===== src/rtl/memory_stage_bus_controller.sv =====
// ---------------------------------------------------------------------------
// memory_stage_bus_controller
//
// Performs the data-memory access for the instruction sitting in the memory
// stage. It turns load/store requests into a waitrequest-style bus
// transaction, builds big-endian byte lanes and replicated store data, and
// sign/zero-extends load data. It stalls the pipeline until the bus
// completes, and it flags misaligned accesses and bus timeouts.
//
// Ports
//   clk, reset                 clock, asynchronous active-high reset
//   memory_to_register_memory  load request
//   memory_to_write_memory     store request (wins over load)
//   mem_size_memory            00 byte, 01 half, 1x word
//   mem_unsigned_memory        1 = zero-extend load result
//   ALU_output_memory          effective byte address
//   write_data_memory          right-justified store data
//   bus_address                word-aligned bus address
//   bus_read / bus_write       registered access strobes
//   bus_byteenable             big-endian lane enables (bit3 = data[31:24])
//   bus_writedata              store data replicated into lanes
//   bus_waitrequest            slave busy, hold request stable
//   bus_readdata               read data, valid when waitrequest = 0
//   read_data_memory           extended load result, valid in DONE
//   stall_memory               freezes the fetch..memory stages
//   address_error_memory       combinational pulse, misaligned request
//   bus_error_memory           one-cycle pulse, access exceeded MAX_WAIT
// ---------------------------------------------------------------------------
module memory_stage_bus_controller #(
   parameter int MAX_WAIT = 255
) (
   input  logic        clk,
   input  logic        reset,
   input  logic        memory_to_register_memory,
   input  logic        memory_to_write_memory,
   input  logic [1:0]  mem_size_memory,
   input  logic        mem_unsigned_memory,
   input  logic [31:0] ALU_output_memory,
   input  logic [31:0] write_data_memory,
   output logic [31:0] bus_address,
   output logic        bus_read,
   output logic        bus_write,
   output logic [3:0]  bus_byteenable,
   output logic [31:0] bus_writedata,
   input  logic        bus_waitrequest,
   input  logic [31:0] bus_readdata,
   output logic [31:0] read_data_memory,
   output logic        stall_memory,
   output logic        address_error_memory,
   output logic        bus_error_memory
);

   localparam int CW = $clog2(MAX_WAIT + 1);
   localparam logic [CW-1:0] WAIT_LAST = CW'(MAX_WAIT - 1);

   typedef enum logic [1:0] {
      S_IDLE   = 2'd0,
      S_ACCESS = 2'd1,
      S_DONE   = 2'd2
   } state_t;

   state_t         state_q, state_d;
   logic [31:0]    addr_q, addr_d;
   logic           read_q, read_d;
   logic           write_q, write_d;
   logic [3:0]     be_q, be_d;
   logic [31:0]    wdata_q, wdata_d;
   logic [31:0]    rdata_q, rdata_d;
   logic           berr_q, berr_d;
   logic [CW-1:0]  cnt_q, cnt_d;
   logic [1:0]     size_q, size_d;
   logic           uns_q, uns_d;
   logic [1:0]     lane_q, lane_d;

   // Request decode
   logic        request;
   logic        req_load;
   logic        misaligned;
   logic        accept;
   logic [3:0]  req_be;
   logic [31:0] req_wdata;

   assign request  = memory_to_register_memory | memory_to_write_memory;
   assign req_load = memory_to_register_memory & ~memory_to_write_memory;

   always_comb begin
      misaligned = 1'b0;
      req_be     = 4'b1111;
      req_wdata  = write_data_memory;
      case (mem_size_memory)
         2'b00: begin
            req_be    = 4'b1000 >> ALU_output_memory[1:0];
            req_wdata = {4{write_data_memory[7:0]}};
         end
         2'b01: begin
            misaligned = ALU_output_memory[0];
            req_be     = ALU_output_memory[1] ? 4'b0011 : 4'b1100;
            req_wdata  = {2{write_data_memory[15:0]}};
         end
         default: begin
            misaligned = |ALU_output_memory[1:0];
         end
      endcase
   end

   // Reset gates the combinational outputs so a reset in the middle of an
   // access releases the pipeline in the same cycle.
   assign accept               = ~reset & (state_q == S_IDLE) & request & ~misaligned;
   assign address_error_memory = ~reset & (state_q == S_IDLE) & request & misaligned;
   assign stall_memory         = accept | (~reset & (state_q == S_ACCESS));

   // Load extraction uses the lane/size captured at request time, since the
   // address presented on the bus is word aligned.
   logic [7:0]  rd_byte;
   logic [15:0] rd_half;
   logic [31:0] load_ext;

   always_comb begin
      rd_byte = bus_readdata[7:0];
      case (lane_q)
         2'd0:    rd_byte = bus_readdata[31:24];
         2'd1:    rd_byte = bus_readdata[23:16];
         2'd2:    rd_byte = bus_readdata[15:8];
         default: rd_byte = bus_readdata[7:0];
      endcase
   end

   assign rd_half = lane_q[1] ? bus_readdata[15:0] : bus_readdata[31:16];

   always_comb begin
      load_ext = bus_readdata;
      case (size_q)
         2'b00:   load_ext = {{24{~uns_q & rd_byte[7]}}, rd_byte};
         2'b01:   load_ext = {{16{~uns_q & rd_half[15]}}, rd_half};
         default: load_ext = bus_readdata;
      endcase
   end

   // Next-state logic
   always_comb begin
      state_d = state_q;
      addr_d  = addr_q;
      read_d  = read_q;
      write_d = write_q;
      be_d    = be_q;
      wdata_d = wdata_q;
      rdata_d = rdata_q;
      berr_d  = 1'b0;
      cnt_d   = cnt_q;
      size_d  = size_q;
      uns_d   = uns_q;
      lane_d  = lane_q;
      case (state_q)
         S_IDLE: begin
            if (accept) begin
               addr_d  = {ALU_output_memory[31:2], 2'b00};
               read_d  = req_load;
               write_d = memory_to_write_memory;
               be_d    = req_be;
               wdata_d = req_wdata;
               size_d  = mem_size_memory;
               uns_d   = mem_unsigned_memory;
               lane_d  = ALU_output_memory[1:0];
               cnt_d   = '0;
               state_d = S_ACCESS;
            end
         end
         S_ACCESS: begin
            if (!bus_waitrequest) begin
               read_d  = 1'b0;
               write_d = 1'b0;
               if (read_q) begin
                  rdata_d = load_ext;
               end
               state_d = S_DONE;
            end else begin
               cnt_d = cnt_q + CW'(1);
               // This wait cycle is the MAX_WAIT-th one: give up.
               if (cnt_q == WAIT_LAST) begin
                  read_d  = 1'b0;
                  write_d = 1'b0;
                  berr_d  = 1'b1;
                  rdata_d = '0;
                  state_d = S_DONE;
               end
            end
         end
         S_DONE: begin
            // Request inputs still belong to the finished instruction here.
            cnt_d   = '0;
            state_d = S_IDLE;
         end
         default: begin
            state_d = S_IDLE;
         end
      endcase
   end

   always_ff @(posedge clk or posedge reset) begin
      if (reset) begin
         state_q <= S_IDLE;
         addr_q  <= '0;
         read_q  <= 1'b0;
         write_q <= 1'b0;
         be_q    <= '0;
         wdata_q <= '0;
         rdata_q <= '0;
         berr_q  <= 1'b0;
         cnt_q   <= '0;
         size_q  <= '0;
         uns_q   <= 1'b0;
         lane_q  <= '0;
      end else begin
         state_q <= state_d;
         addr_q  <= addr_d;
         read_q  <= read_d;
         write_q <= write_d;
         be_q    <= be_d;
         wdata_q <= wdata_d;
         rdata_q <= rdata_d;
         berr_q  <= berr_d;
         cnt_q   <= cnt_d;
         size_q  <= size_d;
         uns_q   <= uns_d;
         lane_q  <= lane_d;
      end
   end

   assign bus_address      = addr_q;
   assign bus_read         = read_q;
   assign bus_write        = write_q;
   assign bus_byteenable   = be_q;
   assign bus_writedata    = wdata_q;
   assign read_data_memory = rdata_q;
   assign bus_error_memory = berr_q;

endmodule

===== config.mk =====
export PLATFORM = sky130hd
export DESIGN_NAME = memory_stage_bus_controller
export DESIGN_NICKNAME = d
export VERILOG_FILES = /design/src/rtl/memory_stage_bus_controller.sv
export SDC_FILE = /design/constraint.sdc
export NUM_CORES = 1
export LEC_CHECK = 0
export BUFFER_PORTS_ARGS = -buffer_cell sky130_fd_sc_hd__buf_4
export CORE_ASPECT_RATIO = 1.75
export CORE_UTILIZATION = 31
export CTS_CLUSTER_SIZE = 24
export DETAILED_ROUTE_END_ITERATION = 8
export PLACE_DENSITY = 0.66
export SETUP_SLACK_MARGIN = 0.1
export SLEW_MARGIN = 40
export SYNTH_ARGS = -nofsm -noshare
export SYNTH_HDL_FRONTEND = slang
export SYNTH_SLANG_ARGS = --single-unit

===== constraint.sdc =====
create_clock -name clk -period 4.1 [get_ports clk]
set_input_delay 0.615 -clock clk [delete_from_list [all_inputs] [get_ports clk]]
set_output_delay 0.615 -clock clk [all_outputs]
set_load 0.02 [all_outputs]

# Yosys cells after proc, flatten, opt, wreduce, memory -nomap -nowiden
# Cells that the tools add are included.
# classes
n_bitwise,14
reduce_logical,13
shifts,1
muxes,26
addsub,1
n_eq_ne,11
# ops
cell,n
$pmux 32 s2,2
$mux 32,3
$pmux 8 s3,2
$mux 16,1
$mux 8,2
$reduce_and 3->1,3
$add 8x1->8 const B,1
$and 1x1->1,8
$eq 2x1->1 const B,4
$eq 8x8->1 const B,1
$logic_not 2->1,4
$pmux 4 s2,1
$mux 1,7
$mux 2,3
$pmux 1 s2,3
$eq 2x2->1 const B,2
$mux 4,1
$ne 2x2->1 const B,2
$not 1->1,4
$pmux 2 s2,1
$reduce_and 2->1,2
$reduce_bool 2->1,2
$shr 4x2->4 const A,1
$ne 3x2->1 const B,1
other kinds (4),5
# word_totals
register_bits,116
out_inout_bits,105

# Longest topological paths before layout
# Gate-level depths: netlist of run 1.
# depth
word_depth,6
mapped_depth,8
mapped_depth_nobuf,5

# Least setup slack after synthesis of run 1
# OpenSTA, ideal clock, no wires.
# synth_timing
path_type,in2out
from,input port mem_size_memory[1]
to,output port stall_memory
slack_ns,1.165
arrival_time_ns,2.320
cell_stages,8
cell_sequence,buf_2 > or2_1 > buf_4 > a2111oi_4 > buf_6 > buf_6 > nor2_1 > nor2_2
# synth_between
elab_chain_len,5
word_cells_on_any_way,6
cone_classes,eq/ne: 1; mux: 1; bitwise: 3; reduce/logical: 1
# synth_lines
element,line_no,text
start: declaration,36,"input logic [1:0] mem_size_memory,"
$eq 2x1->1 / $logic_not 2->1 (equally long branches),90,case (mem_size_memory)
$pmux 1 s2 *,90,
$not 1->1 *,108,assign accept = ~reset & (state_q == S_IDLE) & request & ~misaligned;
$and 1x1->1 *,108,
$or 1x1->1 *,110,assign stall_memory = accept | (~reset & (state_q == S_ACCESS));
end: declaration,48,"output logic stall_memory,"
# Every way passes the cells marked *; elsewhere a longest branch is shown, timed or not.

# Final worst setup path of run 1
# Ends and elaborated chain as after synthesis.

==> flow_summary.yaml, run 1 <==
final_layout:
  drive_gt1_share_pct: 43.02
  stdcell_area_mm2: 0.007787
  final_nets: 774
  syn_to_final_growth_pct: 42.33
  final_util_pct: 45.53
  fillers: 1589
  n_antenna_cell: 0
  fin_cells: 908
worst_setup_path:
  path_cells: "buf_4 > or2_1 > a2111oi_4 > nor2_1 > nor2_2 > buf_4"
  worst_setup_path_start_kind: "primary input"
  path_delay_family: "simple AND/OR/NAND/NOR gates"
  path_class: "primary input to primary output"
  crit_top_cell: "buf_4"
  rrSetupSlack_ns: 1.82
  path_max_fanout: 35
  cp_slowest_cell: "a2111oi_4"
  critPathArrivalTime_ns: 2.12
  timing.rr.start: "state_q[0]"
  cp-endpoint: "stall_memory"
  cp.depth: 6
  critPathRequiredTime_ns: 3.48
  r2r-end: "bus_address[10]"
  crit_buf_inv: 2
  r2r_cells: 4
  startpoint: "mem_size_memory[1]"
  critical_path.max_stage_delay_ns: 0.48
  crit_path_end_kind: "primary output"
place:
  gp_congestion: 0.8398
  place_area_mm2: 0.007146
  dp_slack_ns: 1.182
  dpl.cell_count: 876
  portBuffers: 206
  hpwlAfterDp_mm: 11.52
power_and_ir_drop:
  switchingPower_mw: 1.713
  comb_power_share_pct: 34.2
  power.density_mw_per_mm2: 665.1
  pwr-share-seq_pct: 34.5
  power_mw: 5.179
  peakVddDrop_mv: 0.3270
  p_leak_nw: 3.671
  p_int_mw: 3.466
  clockPowerShare_pct: 31.3
  swShare_pct: 33.08
die:
  coreArea_mm2: 0.01711
  rows: 63
  die_w_um: 102.4
  start_util_pct: 31.99
  die_h_um: 177.7
  pin_count: 209
  dieArea_mm2: 0.01821
job:
  cap_violations: 0
synthesis:
  synth-edff-count: 0
  synth_flop_cell: "dfrtp_1"
  synth_cells: 472
  ys_async_sr_fraction_pct: 100.0
  synthXorXnorAreaFrac_pct: 1.121
  ys_ff_latch: 116
  synthAdderAreaFrac_pct: 0.4574
  mappedNetlistArea_mm2: 0.005471
  syn_area_per_cell_um2: 11.59
  synth-seq-area-share_pct: 53.05
  synth_compound_area_share_pct: 14.75
  synthSimpleGateAreaFrac_pct: 9.239
  yosys_warnings: 0
  synth_top_family_by_area: "multiplexers"
  ys_types: 53
  synth_mux_area_share_pct: 16.74
detailed_routing:
  dr_total_vias: 4530
  drt-total-wl_mm: 15.68
  antenna_left: 0
  wl_per_cell_um: 17.27
  drcViolationCount: 0
  vias_per_cell: 4.989
  drt_iter0_drc: 170
  dr.pass1.iters: 4
sta:
  fmax_ghz: 0.3660
  hold_viol: 0
  setup_slack_ns: 1.368
  rsz0062_at_grt: "false"
  fin_tns_setup_ns: 0
  whs_ns: 0.3466
  period_minus_slack_ns: 2.732
  drv_slew: 0
  worst_pin_slew_ns: 0.7634
  slew_headroom_pct: 48.87
  setup-violations-final: 0
  fin_skew_ns: 0.006693
  timing.final.crit_share_pct: 66.63
global_route:
  grt_pass1_wl_mm: 24.68
  overflow: 0
  grt_max_degree: 75
  antenna_found_initial: 0
  grt_usage_pct: 17.99
  grt_pass1_vias: 4753
clocking:
  cts.sinks: 116
  cts_root_buf: "clkbuf_16"
  cts_hold_buf: 0
  htreeDepth: 4
  cts_tree: "done"
  cts_buffers: 17
  clk_latency_ns: 0.41
  clk_pin_slew_ns: 0.05
  post_cts_buffers: 0
  ctsResizeCount: 0
  clk_path_buf_depth: 2
hold_path:
  holdCritPathClass: "primary input to async pin"
run_status:
  status: "finished clean"
==> logic make-up (layout without fill, tap and decap cells) <==
logic type / after synthesis / in the layout
AOI/OAI and AO/OA: 116 / 116
DFF: 116 / 116
and+or+nand+nor: 101 / 101
muxes: 85 / 85
buffers and inverters: 44 / 252
xor gates and xnor gates: 7 / 7
adders and majority gates: 2 / 2
other: 1 / 2
==> synth_stat cells (all sizes together) (2+ instances only) <==
cell	instances	share of area, %
mux2i	33	6.0
o22ai	10	1.1
a22o	10	1.6
nand2	25	1.7
xor2	6	0.96
or2	4	0.46
o21ai	20	1.8
a31oi	4	0.46
o2bb2ai	9	1.4
nor2	31	2.2
buf	19	2.8
dfrtp	116	53
o21bai	2	0.27
nand4	3	0.34
or3	8	0.91
nor4	2	0.23
nand3b	2	0.27
and2	3	0.34
nand2b	2	0.23
and4	2	0.32
inv	8	0.55
mux2	52	11
nor2b	8	0.91
nand3	5	0.46
nor3b	2	0.37
ha	2	0.46
a221o	16	2.9
a21oi	36	3.3
clkbuf	17	1.2
==> worst min path at each step <==
stage                                    from  depth (start not counted)                  end  slack (ns)
after floorplan                         uns_q                          1                uns_q        0.50
after global placement       bus_writedata[7]                          1     bus_writedata[7]        0.47
after detailed placement  read_data_memory[4]                          1  read_data_memory[4]        0.48
after CTS                               reset                          2             cnt_q[7]        0.35
after global routing                    reset                          2     bus_error_memory        0.38
final                                   reset                          2     bus_writedata[3]        0.35
==> state kept, by name, indices dropped and copies added, names as in the netlist <==
signal and flops:
bus_address 30, bus_byteenable 4, bus_error_memory 1, bus_read 1, bus_write 1, bus_writedata 32
cnt_q 8, lane_q 2, read_data_memory 32, size_q 2, state_q 2, uns_q 1
==> power groups by stage <==
| stage | Sequential, mW | Combinational, mW | Clock [mW] |
|---|---|---|---|
| 6_report | 1.79 | 1.77 | 1.62 |
| 5_1_grt | 1.84 | 1.90 | 1.71 |
| 4_1_cts | 1.79 | 1.79 | 1.67 |
| 3_5_place_dp | 1.80 | 1.79 | 0 |
| 3_3_place_gp | 1.78 | 1.76 | 0 |
| 2_1_floorplan | 2.13 | 0.627 | 0 |
==> cell usage in the layout (no fill, tap or decap), drive strengths merged, types with 3 or more instances in the layout <==
cell and n:
nand3 5, nand4 3, clkinv 4, inv 8
a22o 10, nand2 25, mux2 52, or3 8
and2 3, or2 4, dfrtp 116, nor2 31
o22ai 10, buf 212, a31oi 4, a21oi 36
xor2 6, nor2b 8, o21ai 20, o2bb2ai 9
clkbuf 22, bufinv 5, a221o 16, mux2i 33
==> final cells by class <==
class	count	area [um^2]	share of cell area [%]
well taps	227	284.0	3.647
clock buffers	22	464.2	5.961
clock inverters	10	177.7	2.281
inverters	8	35.03	0.4499
repair buffers	212	1592	20.44
multi-input cells	313	2332	29.95
flip-flops and latches	116	2903	37.28
==> layer usage <==
metal  global-route usage, %  routed length (um)
met3                   4.647                 803
met5                       0                   0
met1                   19.96                5918
met4                   8.869                 516
met2                   31.17                8446
(Power assumes the default switching activity.)
==> inputs of run 2 (changes only) <==
--- a/config.mk
+++ b/config.mk
@@ -10,7 +10,7 @@
 export CORE_UTILIZATION = 31
 export CTS_CLUSTER_SIZE = 24
 export DETAILED_ROUTE_END_ITERATION = 8
-export PLACE_DENSITY = 0.66
+export PLACE_DENSITY = 0.68
 export SETUP_SLACK_MARGIN = 0.1
 export SLEW_MARGIN = 40
 export SYNTH_ARGS = -nofsm -noshare
==> constraint.sdc (replaced) <==
create_clock -name clk -period 2.26 [get_ports clk]
set_input_delay 0.339 -clock clk [delete_from_list [all_inputs] [get_ports clk]]
set_output_delay 0.339 -clock clk [all_outputs]
set_load 0.02 [all_outputs]
==> run 2 against run 1 <==
- global-route usage fell by 0.32 points
- routed wire length down 0.62%
- critical path depth stayed put
- register-to-register slack got worse by 1.5 ns
- worst hold slack got worse by 0.27 ns
- total power is 80% higher
- combinational power is 88% higher
- clock-buffer cell count shrank 3
- first-iteration DRC count fell by 35%
==> flow_summary.yaml, run 2 (synthesis results as in run 1) <==
place:
  gp_congestion: 0.7698
  portBuffers: 206
  dp_slack_ns: 0.1806
  hpwlAfterDp_mm: 11.65
sta:
  slew_headroom_pct: 52.32
  timing.final.crit_share_pct: 92.38
  whs_ns: 0.07251
  fin_skew_ns: 0.008423
  setup-violations-final: 0
  drv_slew: 0
  fmax_ghz: 0.4790
  rsz0062_at_grt: "false"
  period_minus_slack_ns: 2.088
  setup_slack_ns: 0.1723
  hold_viol: 0
  worst_pin_slew_ns: 0.7137
power_and_ir_drop:
  power.density_mw_per_mm2: 1165
  peakVddDrop_mv: 0.5878
  power_mw: 9.327
  p_leak_nw: 3.780
worst_setup_path:
  path_class: "flop to primary output"
  path_delay_family: "simple AND/OR/NAND/NOR gates"
  critPathArrivalTime_ns: 1.75
  rrSetupSlack_ns: 0.36
  critPathRequiredTime_ns: 1.92
  crit_top_cell: "nor2_4"
  crit_path_end_kind: "primary output"
  critical_path.max_stage_delay_ns: 0.37
  crit_buf_inv: 2
  worst_setup_path_start_kind: "flop"
  path_max_fanout: 3
  cp_slowest_cell: "dfrtp_1"
  path_cells: "or2_4 > a2111oi_4 > buf_4 > nor2_4 > nor2_4 > buf_6"
clocking:
  cts_buffers: 17
  cts_tree: "done"
  cts.sinks: 116
  clk_latency_ns: 0.41
  cts_hold_buf: 0
  htreeDepth: 4
  clk_pin_slew_ns: 0.06
  cts_root_buf: "clkbuf_16"
  clk_path_buf_depth: 2
final_layout:
  n_antenna_cell: 0
  mostFrequentLayoutCells: "228 x buf_4, 116 x dfrtp_1, 43 x mux2_2"
  drive_gt1_share_pct: 45.38
  layout_commonest_cell: "buf_4"
  final_nets: 796
  syn_to_final_growth_pct: 46.35
detailed_routing:
  highest_layer: "met4"
  dr_total_vias: 4572
  wirelength_met1_mm: 5.892
  vias_per_cell: 4.916
  dr_wl_met3_um: 768
  drt-total-wl_mm: 15.59
  dr.pass1.iters: 4
  met2_length_mm: 8.633
  antenna_left: 0
  wl_per_cell_um: 16.76
  drcViolationCount: 0
  drt_iter0_drc: 110
die:
  rows: 63
  coreArea_mm2: 0.01711
  pin_count: 209
  start_util_pct: 31.99
  dieArea_mm2: 0.01821
  die_w_um: 102.4
  die_h_um: 177.7
hold_path:
  holdCritPathClass: "primary input to async pin"
job:
  cap_violations: 0
global_route:
  grt_pass1_wl_mm: 24.55
  grt_max_degree: 57
  antenna_found_initial: 0
  grt_usage_pct: 17.67
  overflow: 0
  grt_pass1_vias: 4708
run_status:
  status: "finished clean"
[run 2: cell count changes in the layout (fill, tap and decap cells not counted), sizes merged]
cell / before / now
inv: 8 / 10
bufinv: 5 / 3
clkbuf: 22 / 19
clkinvlp: 1 / 4
buf: 212 / 234
[run 2: metrics by stage]
step	std cells	util, %	cell area, um^2	setup TNS [ns]
final	930	46.81	8008	0
after detailed placement	893	42.95	7347	0
after floorplan	473	-	5505	-0.001617
after global placement	893	42.95	7347	0
after CTS	930	46.81	8008	0
after global routing	930	46.81	8008	0
[run 2: layout make-up]
type / instances / area, um^2
clock inverters: 13 / 173.9
flip-flops and latches: 116 / 2903
inverters: 8 / 33.78
multi-input cells: 313 / 2347
well taps: 227 / 284.0
clock buffers: 19 / 442.9
repair buffers: 234 / 1823
fillers: 1616 / 9097
[run 2: final timing paths]
| check | startpoint | endpoint | cells after the start |
|---|---|---|---|
| setup reg to reg | state_q[1] | read_data_memory[30] | 6 |
| hold reg to reg | bus_writedata[4] | bus_writedata[4] | 1 |
| hold / removal | reset | bus_byteenable[0] | 2 |
| max in group asynchronous | reset | bus_writedata[1] | 3 |
| setup / recovery | state_q[1] | stall_memory | 6 |
| min in group clk | mem_unsigned_memory | uns_q | 2 |
[run 2: where the power goes]
| group | switching, mW | leakage [nW] | total [mW] | internal [mW] |
|---|---|---|---|---|
| sequential | 0.441 | 1.43 | 3.17 | 2.73 |
| combinational | 1.70 | 2.06 | 3.32 | 1.61 |
| clock | 1.06 | 0.291 | 2.84 | 1.78 |
| total | 3.20 | 3.78 | 9.33 | 6.13 |
[run 2: timing repair]
action | CTS | global route
cloned | 0 | 0
pin swaps | 3 | 1
setup endpoints to repair | 2 | 1
setup buffers | 5 | 0
gates resized for setup | 2 | 0
[run 2: routing by layer]
metal | GRT usage [%] | vias to the layer above
met4 | 6.190 | 0
met3 | 4.175 | 15
met2 | 32.64 | 141
met5 | 0 | -
met1 | 19.07 | 2254
li1 | - | 2162
==> inputs of run 3 (changes only) <==
--- a/config.mk
+++ b/config.mk
@@ -7,10 +7,10 @@
 export LEC_CHECK = 0
 export BUFFER_PORTS_ARGS = -buffer_cell sky130_fd_sc_hd__buf_4
 export CORE_ASPECT_RATIO = 1.75
-export CORE_UTILIZATION = 31
+export CORE_UTILIZATION = 45
 export CTS_CLUSTER_SIZE = 24
 export DETAILED_ROUTE_END_ITERATION = 8
-export PLACE_DENSITY = 0.68
+export PLACE_DENSITY = 0.88
 export SETUP_SLACK_MARGIN = 0.1
 export SLEW_MARGIN = 40
 export SYNTH_ARGS = -nofsm -noshare
==> run 3 against run 2 <==
- worst hold slack got worse by 0.0020 ns
- fmax fell by 1.9%
- non-clock buffer count rose by 2
- register-to-register slack got worse by 0.04 ns
- critical path depth did not move
- sequential cell count did not move
==> flow_summary.yaml, run 3 (synthesis results as in run 1) <==
run_status:
  status: "finished clean"
sta:
  rsz0062_at_grt: "true"
  drv_slew: 0
  timing.final.crit_share_pct: 94.15
  slew_headroom_pct: 52.59
  fin_skew_ns: 0.004958
  setup_slack_ns: 0.1322
  period_minus_slack_ns: 2.128
  worst_pin_slew_ns: 0.7097
  hold_viol: 0
  fmax_ghz: 0.4700
  whs_ns: 0.07047
  setup-violations-final: 0
clocking:
  htreeDepth: 4
  clk_latency_ns: 0.41
  cts_hold_buf: 0
  cts_buffers: 17
  cts_root_buf: "clkbuf_16"
  cts_tree: "done"
  clk_path_buf_depth: 2
  clk_pin_slew_ns: 0.06
  cts.sinks: 116
die:
  die_h_um: 147.9
  rows: 52
  coreArea_mm2: 0.01171
  die_w_um: 85.36
  pin_count: 209
  dieArea_mm2: 0.01262
  start_util_pct: 46.72
worst_setup_path:
  crit_top_cell: "nor2_4"
  path_delay_family: "flip-flops"
  path_class: "flop to primary output"
  critical_path.max_stage_delay_ns: 0.43
  r2r_cells: 6
  cp-endpoint: "stall_memory"
  r2r-end: "bus_address[11]"
  rrSetupSlack_ns: 0.32
  crit_path_end_kind: "primary output"
  timing.rr.start: "state_q[1]"
  cp_slowest_cell: "dfrtp_2"
  crit_buf_inv: 2
  critPathArrivalTime_ns: 1.79
  critPathRequiredTime_ns: 1.92
  path_max_fanout: 5
  worst_setup_path_start_kind: "flop"
  path_cells: "or2_4 > a2111oi_4 > buf_12 > nor2_4 > nor2_4 > buf_6"
  startpoint: "state_q[1]"
  cp.depth: 6
place:
  gp_congestion: 0.9049
  dpl.cell_count: 803
  portBuffers: 206
  hpwlAfterDp_mm: 11.84
  dp_slack_ns: 0.2370
power_and_ir_drop:
  power.density_mw_per_mm2: 1178
  peakVddDrop_mv: 0.6256
  p_leak_nw: 3.784
  power_mw: 9.307
global_route:
  grt_usage_pct: 25.84
  grt_pass1_vias: 5269
  antenna_found_initial: 0
  grt_max_degree: 55
  grt_pass1_wl_mm: 25.41
  overflow: 0
final_layout:
  fin_cells: 840
  drive_gt1_share_pct: 45.82
  n_antenna_cell: 0
  final_nets: 798
  final_util_pct: 67.48
  layout_commonest_cell: "buf_4"
  mostFrequentLayoutCells: "229 x buf_4, 114 x dfrtp_1, 43 x mux2_2"
  syn_to_final_growth_pct: 44.43
  fillers: 844
detailed_routing:
  drcViolationCount: 0
  drt_iter0_drc: 228
  antenna_left: 0
  wl_per_cell_um: 19.14
  vias_per_cell: 5.761
  dr.pass1.iters: 4
  dr_total_vias: 4839
  drt-total-wl_mm: 16.08
hold_path:
  holdCritPathClass: "primary input to async pin"
job:
  cap_violations: 0
[run 3: cell types whose count changed in the layout (fill, tap and decap cells not counted), sizes merged]
cell,delta
inv,-2
clkinv,+2
buf,+2
[run 3: area by class of cell]
cell class / instances / area, um^2 / area share (%)
flip-flops and latches: 116 / 2905 / 36.76
multi-input cells: 313 / 2352 / 29.77
repair buffers: 236 / 1851 / 23.42
clock buffers: 19 / 432.9 / 5.478
well taps: 135 / 168.9 / 2.137
clock inverters: 13 / 158.9 / 2.011
inverters: 8 / 33.78 / 0.4275
[run 3: metal layers]
layer,track usage [%],part of all wire (%),up-vias
li1,-,-,2157
met1,25.49,34,2385
met2,47.70,55,229
met3,6.365,5.4,68
met4,15.75,5.4,0
met5,0,0,-
[run 3: worst min path at each step]
stage | start | to | slack (ns) | depth (start not counted)
after floorplan | bus_waitrequest | state_q[1] | 0.43 | 1
after global placement | bus_writedata[6] | bus_writedata[6] | 0.47 | 1
after detailed placement | bus_writedata[31] | bus_writedata[31] | 0.48 | 1
after CTS | reset | bus_writedata[11] | 0.09 | 2
after global routing | reset | bus_writedata[11] | 0.12 | 2
final | reset | bus_writedata[11] | 0.07 | 2
[run 3: timing repair]
action / CTS / global route
setup buffers: 3 / 2
pin swaps: 3 / 2
resized for setup: 3 / 2
setup endpoints to repair: 2 / 2
[run 3: per-stage QoR]
step | area, um^2 | setup TNS, ns
after floorplan | 5505 | -0.001617
after global placement | 7259 | 0
after detailed placement | 7259 | 0
after CTS | 7881 | -0.01209
after global routing | 7903 | 0
final | 7903 | 0
[run 3: where the power goes]
group / total [mW] / switching, mW / internal (mW)
Sequential: 3.20 / 0.460 / 2.74
Clock: 2.69 / 0.964 / 1.73
Combinational: 3.42 / 1.79 / 1.63
Total: 9.31 / 3.21 / 6.10
